$ cat config.mk
export PLATFORM = sky130hd
export DESIGN_NAME = display_arbiter
export DESIGN_NICKNAME = d
export VERILOG_FILES = /design/src/rtl/display_arbiter_pkg.sv /design/src/rtl/display_hold_timer.sv /design/src/rtl/display_arbiter.sv
export SDC_FILE = /design/constraint.sdc
export NUM_CORES = 1
export LEC_CHECK = 0
export BUFFER_PORTS_ARGS = -buffer_cell sky130_fd_sc_hd__buf_2
export CAP_MARGIN = 30
export CORE_MARGIN = 1.5
export CORE_UTILIZATION = 40
export CTS_CLUSTER_SIZE = 20
export DETAILED_ROUTE_END_ITERATION = 16
export SLEW_MARGIN = 20
export SYNTH_ARGS = -nofsm -noshare
export SYNTH_HDL_FRONTEND = slang
export SYNTH_SLANG_ARGS = --single-unit
$ cat constraint.sdc
create_clock -name i_Clk -period 6.5 [get_ports i_Clk]
set_input_delay 0.325 -clock i_Clk [delete_from_list [all_inputs] [get_ports i_Clk]]
set_output_delay 0.325 -clock i_Clk [all_outputs]
set_load 0.02 [all_outputs]
$ cat src/rtl/display_arbiter_pkg.sv
// Shared types and constants for the seven-segment display arbiter.
// Source codes, FSM states, the registered display payload and a clamp helper.
package display_arbiter_pkg;

    localparam int unsigned VAL_W         = 7;
    localparam int unsigned SRC_W         = 2;
    localparam int unsigned DIGIT_MAX_DEF = 99;

    localparam logic [SRC_W-1:0] SRC_SCORE = 2'd0;
    localparam logic [SRC_W-1:0] SRC_LEVEL = 2'd1;
    localparam logic [SRC_W-1:0] SRC_ALERT = 2'd2;

    typedef enum logic [1:0] {
        ST_IDLE       = 2'd0,
        ST_SHOW_LEVEL = 2'd1,
        ST_SHOW_ALERT = 2'd2
    } state_t;

    typedef struct packed {
        logic [VAL_W-1:0] counter;
        logic [SRC_W-1:0] source;
        logic             blank;
        logic             busy;
    } disp_t;

    function automatic logic [VAL_W-1:0] clamp_val(input logic [VAL_W-1:0] v,
                                                    input logic [VAL_W-1:0] vmax);
        return (v > vmax) ? vmax : v;
    endfunction

endpackage

$ cat src/rtl/display_hold_timer.sv
// Loadable down-counter that stops at zero and flags it.
// Used both for the display hold time and for the alert blink half-period.
module display_hold_timer #(
    parameter int unsigned WIDTH = 25
) (
    input  logic             i_Clk,
    input  logic             i_Rst,
    input  logic             i_Load,
    input  logic [WIDTH-1:0] i_Load_Val,
    input  logic             i_Dec,
    output logic             o_Zero_c
);

    logic [WIDTH-1:0] r_Count;

    always_ff @(posedge i_Clk) begin
        if (i_Rst) begin
            r_Count <= '0;
        end else if (i_Load) begin
            r_Count <= i_Load_Val;
        end else if (i_Dec && (r_Count != '0)) begin
            r_Count <= r_Count - WIDTH'(1);
        end
    end

    assign o_Zero_c = (r_Count == '0);

endmodule

$ cat src/rtl/display_arbiter.sv
// Shares the two-digit display between live score, timed level number and
// timed blinking alert (highest priority); all outputs are registered.
module display_arbiter
    import display_arbiter_pkg::*;
#(
    parameter int unsigned HOLD_CYCLES  = 25_000_000,
    parameter int unsigned BLINK_CYCLES = 6_250_000,
    parameter int unsigned DIGIT_MAX    = DIGIT_MAX_DEF
) (
    input  logic             i_Clk,
    input  logic             i_Rst,
    input  logic [VAL_W-1:0] i_Score,
    input  logic [VAL_W-1:0] i_Level,
    input  logic             i_Level_Stb,
    input  logic [VAL_W-1:0] i_Alert,
    input  logic             i_Alert_Stb,
    output logic [VAL_W-1:0] o_Counter,
    output logic [SRC_W-1:0] o_Source,
    output logic             o_Blank,
    output logic             o_Busy
);

    localparam int unsigned HOLD_W  = (HOLD_CYCLES > 2) ? $clog2(HOLD_CYCLES) : 1;
    localparam int unsigned BLINK_W = (BLINK_CYCLES > 2) ? $clog2(BLINK_CYCLES) : 1;
    localparam logic [VAL_W-1:0]   MAX_V      = VAL_W'(DIGIT_MAX);
    localparam logic [HOLD_W-1:0]  HOLD_LOAD  = HOLD_W'(HOLD_CYCLES - 1);
    localparam logic [BLINK_W-1:0] BLINK_LOAD = BLINK_W'(BLINK_CYCLES - 1);

    state_t           r_State;
    state_t           w_State_Nxt;
    disp_t            r_Disp;
    disp_t            w_Disp_Nxt;
    logic             r_Pend;
    logic             w_Pend_Nxt;
    logic [VAL_W-1:0] r_Pend_Val;
    logic [VAL_W-1:0] w_Pend_Val_Nxt;

    logic [VAL_W-1:0] w_Score_C;
    logic [VAL_W-1:0] w_Level_C;
    logic [VAL_W-1:0] w_Alert_C;
    logic [VAL_W-1:0] w_Enter_Val;
    logic             w_Enter_Alert;
    logic             w_Enter_Level;
    logic             w_Go_Idle;
    logic             w_Hold_Load;
    logic             w_Hold_Dec;
    logic             w_Hold_Zero;
    logic             w_Blink_Load;
    logic             w_Blink_Dec;
    logic             w_Blink_Zero;

    assign w_Score_C = clamp_val(i_Score, MAX_V);
    assign w_Level_C = clamp_val(i_Level, MAX_V);
    assign w_Alert_C = clamp_val(i_Alert, MAX_V);

    display_hold_timer #(.WIDTH(HOLD_W)) u_hold (
        .i_Clk      (i_Clk),
        .i_Rst      (i_Rst),
        .i_Load     (w_Hold_Load),
        .i_Load_Val (HOLD_LOAD),
        .i_Dec      (w_Hold_Dec),
        .o_Zero_c   (w_Hold_Zero)
    );

    display_hold_timer #(.WIDTH(BLINK_W)) u_blink (
        .i_Clk      (i_Clk),
        .i_Rst      (i_Rst),
        .i_Load     (w_Blink_Load),
        .i_Load_Val (BLINK_LOAD),
        .i_Dec      (w_Blink_Dec),
        .o_Zero_c   (w_Blink_Zero)
    );

    always_ff @(posedge i_Clk) begin
        if (i_Rst) begin
            r_State    <= ST_IDLE;
            r_Disp     <= '0;
            r_Pend     <= 1'b0;
            r_Pend_Val <= '0;
        end else begin
            r_State    <= w_State_Nxt;
            r_Disp     <= w_Disp_Nxt;
            r_Pend     <= w_Pend_Nxt;
            r_Pend_Val <= w_Pend_Val_Nxt;
        end
    end

    // Per-state decision first, then a shared block applies the chosen transition.
    always_comb begin
        w_State_Nxt    = r_State;
        w_Disp_Nxt     = r_Disp;
        w_Pend_Nxt     = r_Pend;
        w_Pend_Val_Nxt = r_Pend_Val;
        w_Enter_Alert  = 1'b0;
        w_Enter_Level  = 1'b0;
        w_Enter_Val    = w_Level_C;
        w_Go_Idle      = 1'b0;
        w_Hold_Load    = 1'b0;
        w_Hold_Dec     = 1'b0;
        w_Blink_Load   = 1'b0;
        w_Blink_Dec    = 1'b0;

        case (r_State)
            ST_IDLE: begin
                if (i_Alert_Stb)      w_Enter_Alert = 1'b1;
                else if (i_Level_Stb) w_Enter_Level = 1'b1;
                else                  w_Disp_Nxt.counter = w_Score_C;
            end
            ST_SHOW_LEVEL: begin
                if (i_Alert_Stb)      w_Enter_Alert = 1'b1;
                else if (i_Level_Stb) w_Enter_Level = 1'b1;
                else if (w_Hold_Zero) w_Go_Idle     = 1'b1;
                else                  w_Hold_Dec    = 1'b1;
            end
            ST_SHOW_ALERT: begin
                if (i_Alert_Stb) begin
                    w_Enter_Alert = 1'b1;
                end else if (w_Hold_Zero) begin
                    // A level strobe in the last alert cycle is newer than any pending one.
                    if (i_Level_Stb) begin
                        w_Enter_Level = 1'b1;
                    end else if (r_Pend) begin
                        w_Enter_Level = 1'b1;
                        w_Enter_Val   = r_Pend_Val;
                    end else begin
                        w_Go_Idle = 1'b1;
                    end
                end else begin
                    w_Hold_Dec = 1'b1;
                    if (i_Level_Stb) begin
                        w_Pend_Nxt     = 1'b1;
                        w_Pend_Val_Nxt = w_Level_C;
                    end
                    if (w_Blink_Zero) begin
                        w_Disp_Nxt.blank = ~r_Disp.blank;
                        w_Blink_Load     = 1'b1;
                    end else begin
                        w_Blink_Dec = 1'b1;
                    end
                end
            end
            default: w_Go_Idle = 1'b1;
        endcase

        if (w_Enter_Alert) begin
            w_State_Nxt  = ST_SHOW_ALERT;
            w_Disp_Nxt   = '{counter: w_Alert_C, source: SRC_ALERT, blank: 1'b0, busy: 1'b1};
            w_Hold_Load  = 1'b1;
            w_Blink_Load = 1'b1;
            if (i_Level_Stb) begin
                w_Pend_Nxt     = 1'b1;
                w_Pend_Val_Nxt = w_Level_C;
            end
        end else if (w_Enter_Level) begin
            w_State_Nxt = ST_SHOW_LEVEL;
            w_Disp_Nxt  = '{counter: w_Enter_Val, source: SRC_LEVEL, blank: 1'b0, busy: 1'b1};
            w_Hold_Load = 1'b1;
            w_Pend_Nxt  = 1'b0;
        end else if (w_Go_Idle) begin
            w_State_Nxt = ST_IDLE;
            w_Disp_Nxt  = '{counter: w_Score_C, source: SRC_SCORE, blank: 1'b0, busy: 1'b0};
        end
    end

    assign o_Counter = r_Disp.counter;
    assign o_Source  = r_Disp.source;
    assign o_Blank   = r_Disp.blank;
    assign o_Busy    = r_Disp.busy;

endmodule

==> results.txt <==
By instance count, the cell type seen most on the critical path is sky130_fd_sc_hd__or4_4. sky130_fd_sc_hd__dfxtp_1 takes more of the synthesized area than any other cell. The path with the worst hold slack has its endpoint at r_Pend_Val[6]. The CTS buffer count is 9. Combinational logic burns between 10% and 20% of the power. The reg2reg setup slack came out at between 3 and 4 ns.

The count of mapped cells out of synthesis came out at 423. For this run, the leading register cell type out of synthesis is sky130_fd_sc_hd__dfxtp_1. The tree is rooted in a sky130_fd_sc_hd__clkbuf_8. The remaining global-route overflow is 0.

The final net count came out at slightly below 500. In this run, synthesis inferred 0 flip-flops with an integrated enable. The highest cell delay on the worst timing path came out at approximately 0.58 ns. In the routed design, unresolved DRC markers number 0. The quantity of I/O buffers inserted on ports came out at 35. The origin of the critical flop-to-flop path is u_hold.r_Count[15]. The global-route wire length before repair is 14,010 µm.

The number of global-route vias before repair came to 2,983. The worst pin sits at a relative slew slack of about two fifths. The repair_antennas step left the layout with diodes totalling 0.

The full die area is 9358 µm². The total via count in the routed design came out at 3,149. Setup repair after global routing left no endpoint under its margin. The register bit total from synthesis is 67. The number of antenna violations at the first check in global routing is 0.

The worst ir drop on vdd came out at 0.1309 mV. The initial detailed-routing violation count came out at 139. The detail route stage leaves a number of antenna-violating nets equal to 0. At the pin with the least slew margin, the transition time is 0.9000 ns. The clock transition time at the flip-flop clock pins of the worst setup and hold paths came out at 0.07 ns. The number of distinct library cells after synthesis is 50. Setup violations remaining at the end of the flow were counted as 0. The net switching power is 0.2602 mW. The count of pins on the block boundary is 36. The post-synth design cell area is 3515 µm². The routed wire length came out at 8163 µm. The clock sink total came out at 67. For the worst flop-to-flop path, the logic depth is 6.

The layout cell share with drive strength beyond 1 came out at 16.89%. The run finished with clean final reports. The floorplan die width is 96.74 µm. The non-filler instance count after layout came out at ~560. The total of cells resized after clock tree synthesis came out at 0.

The later-pin clock latency in the skew report came out at 0.34 ns. The initialized floorplan defines 34 standard-cell rows. The total global routing track utilization is 17.78%. For this design the static power due to leakage is 1.412 nW. Walking the worst path, the cells encountered are or4_4 -> or4_4 -> or4_4 -> a21o_1 -> a221oi_1 -> a211oi_1. The kind of start point of the critical path is a flop.

The classification of the worst setup path is flop to flop. The worst hold path belongs to the class input port to flop. STA puts the critical path data required time at 6.70 ns.

The number of max-cap violations came out at 0. After synthesis, flip-flops and latches occupy a little under two fifths of the total area. The critical path starts at u_hold.r_Count[15]. The deepest level of the CTS H-tree is 3.

The pin count of the biggest net entering global routing is 58. Detailed placement finished with a half-perimeter wire length of 5744 µm. Data arrives at the worst endpoint at 3.52 ns. The cell-internal power is 0.6782 mW. The utilization after layout is between 40% and 50%.

The placeable core region came out at 8636 µm². In this run the most critical hold path is launched from i_Level[6]. The number of hold buffers added after cts is 0.

The area added between synthesis and finish came out at 12.50%. Routability-driven placement finished with a final weighted congestion of roughly 0.9. Dividing the synthesized area by the synthesized cell count gives 8.309 µm².

Along the worst hold path, the cell count comes to 3. The slowest stage of the critical path belongs to the cell sky130_fd_sc_hd__or4_4. Once placement completed, the tool counted placed cells totaling approximately 550.

The ratio of total power to cell area is 237.3 nW/µm². The ratio of final minimum period to clock period is 51.01%. The net count after synthesis came out at ~460.

After routing the design area is between 3000 and 4000 µm². The endpoint class of the critical path is a flop. The worst register-to-register path ends at o_Counter[6].

The effective utilization at floorplan is 40.70%. Dividing the detail-routed wire length by the instance count gives 14.47 µm. The die extent in y came out at a little under 100 µm. The number of endpoints with negative hold slack in the final report came out at 0. The fraction of power spent switching nets came out at 27.73%. The fmax is 301.6 MHz. The count of final max-slew check failures came to 0. The time the worst path needs with I/O delays and setup is 3.316 ns. Once placement finished, the instance area stood at 3747 µm². The total negative setup slack is 0 ns. Dividing the detail-routed via count by the number of cells gives between 5 and 6. The sequential fraction of design power came out at 48.7%. On the final layout, the worst clock skew is 0.009401 ns. The buffer count from post-CTS setup fixing came out at 0. Ranked by total cell area, the synthesized netlist is headed by sky130_fd_sc_hd__dfxtp_1 38%, sky130_fd_sc_hd__xnor2_1 6.0%, sky130_fd_sc_hd__a21oi_1 5.7%, sky130_fd_sc_hd__nor2_1 4.5%, sky130_fd_sc_hd__nor3_1 3.4%. The clock passes through at most 2 buffers.

The total of warnings raised by yosys is 0. Of all nets on the critical path, the largest fanout is 26. TritonCTS built the clock tree. The pre-antenna-repair detailed-routing pass consisted of 4 iterations.

The clock share of power came out at 36.3%. The fraction of registers with async set/reset came out at 0%. The synthesized design devotes to its leading area cell type between 30% and 40% of total area.
[flip-flops by register name, indices dropped and copies added, names as in the netlist]
name,flops
r_State,2
r_Pend,1
o_Blank,1
r_Pend_Val,7
o_Busy,1
u_blink.r_Count,23
u_hold.r_Count,25
o_Counter,7
[power groups by stage]
stage	registers, mW	logic, mW	clock network (mW)
5_1_grt	0.461	0.157	0.367
6_report	0.457	0.141	0.341
3_3_place_gp	0.465	0.137	0
2_1_floorplan	0.468	0.0975	0
3_5_place_dp	0.466	0.140	0
4_1_cts	0.457	0.140	0.349
[critical path, delay by kind of cell (launching register included)]
| kind | cells | cell delay [ns] |
|---|---|---|
| simple gates | 3 | 1.68 |
| flops | 1 | 0.33 |
| compound gates | 3 | 1.16 |
[layout by cell type (no fill, tap or decap), types with 10 or more instances in the layout]
| master | count |
|---|---|
| sky130_fd_sc_hd__buf_2 | 36 |
| sky130_fd_sc_hd__nand3_1 | 14 |
| sky130_fd_sc_hd__nor4_1 | 14 |
| sky130_fd_sc_hd__xnor2_1 | 24 |
| sky130_fd_sc_hd__inv_1 | 11 |
| sky130_fd_sc_hd__or3_1 | 10 |
| sky130_fd_sc_hd__xor2_1 | 11 |
| sky130_fd_sc_hd__nor2_1 | 42 |
| sky130_fd_sc_hd__dfxtp_1 | 67 |
| sky130_fd_sc_hd__clkbuf_8 | 10 |
| sky130_fd_sc_hd__a21oi_1 | 40 |
| sky130_fd_sc_hd__nor3_1 | 24 |
| sky130_fd_sc_hd__o21ai_0 | 15 |
| sky130_fd_sc_hd__nand2_1 | 23 |
| sky130_fd_sc_hd__or4_1 | 13 |
[synth_stat cells (3+ instances only)]
library cell               count
sky130_fd_sc_hd__dfxtp_1      67
sky130_fd_sc_hd__nor2_1       42
sky130_fd_sc_hd__a21oi_1      40
sky130_fd_sc_hd__nor3_1       24
sky130_fd_sc_hd__xnor2_1      24
sky130_fd_sc_hd__nand2_1      23
sky130_fd_sc_hd__clkbuf_1     17
sky130_fd_sc_hd__o21ai_0      15
sky130_fd_sc_hd__nand3_1      14
sky130_fd_sc_hd__nor4_1       14
sky130_fd_sc_hd__or4_1        13
sky130_fd_sc_hd__inv_1        11
sky130_fd_sc_hd__xor2_1       11
sky130_fd_sc_hd__or3_1        10
sky130_fd_sc_hd__or2_2         8
sky130_fd_sc_hd__ha_1          7
sky130_fd_sc_hd__a31oi_1       6
sky130_fd_sc_hd__nand4_1       6
sky130_fd_sc_hd__nor2b_1       6
sky130_fd_sc_hd__a211oi_1      5
sky130_fd_sc_hd__buf_2         5
sky130_fd_sc_hd__a311oi_1      4
sky130_fd_sc_hd__o31ai_1       4
sky130_fd_sc_hd__or4_4         4
sky130_fd_sc_hd__a21o_1        3
sky130_fd_sc_hd__a221oi_1      3
sky130_fd_sc_hd__mux2_2        3
sky130_fd_sc_hd__mux2i_1       3
sky130_fd_sc_hd__nand2b_1      3
[final cells by class]
cell class / instances / area (µm²)
Sequential cell: 67 / 1341
Fill cell: 867 / 4682
Inverter: 11 / 41.29
Clock inverter: 5 / 52.55
Timing Repair Buffer: 40 / 210.2
Tap cell: 108 / 135.1
Multi-Input combinational cell: 322 / 2032
Clock buffer: 11 / 141.4
[worst max-delay path by stage]
| stage | endpoint | cells after the start |
|---|---|---|
| 2_1_floorplan | o_Counter[2] | 7 |
| 6_report | o_Counter[6] | 6 |
| 3_5_place_dp | o_Counter[6] | 6 |
| 5_1_grt | u_blink.r_Count[8] | 6 |
| 4_1_cts | o_Counter[6] | 6 |
| 3_3_place_gp | u_blink.r_Count[7] | 7 |
[through the flow]
step | worst slack (ns) | total power, mW | hold WS, ns
final | 3.184 | 0.9384 | 0.2402
after global routing | 3.001 | 0.9858 | 0.2403
after CTS | 3.172 | 0.9462 | 0.2305
after detailed placement | 3.185 | 0.6058 | 0.4498
after global placement | 3.108 | 0.6028 | 0.4392
after floorplan | 3.652 | 0.5656 | 0.4338
[metal layers]
| layer | vias to the layer above | part of all wire [%] | track usage [%] |
|---|---|---|---|
| li1 | 1600 | - | - |
| met1 | 1484 | 48 | 24.13 |
| met2 | 55 | 46 | 28.67 |
| met3 | 10 | 4.2 | 4.191 |
| met4 | 0 | 0.98 | 4.236 |
| met5 | - | 0 | 0 |
[logic make-up after synthesis]
kind of cell | after synthesis | synth area share (%)
AOI/OAI and AO/OA | 94 | 17.05
xor gates and xnor gates | 35 | 8.722
adders and majority gates | 7 | 2.492
buffers and inverters | 34 | 4.023
DFF | 67 | 38.16
muxes | 6 | 1.816
and+or+nand+nor | 180 | 27.73
Note: power is estimated with default switching activity, not from simulation.
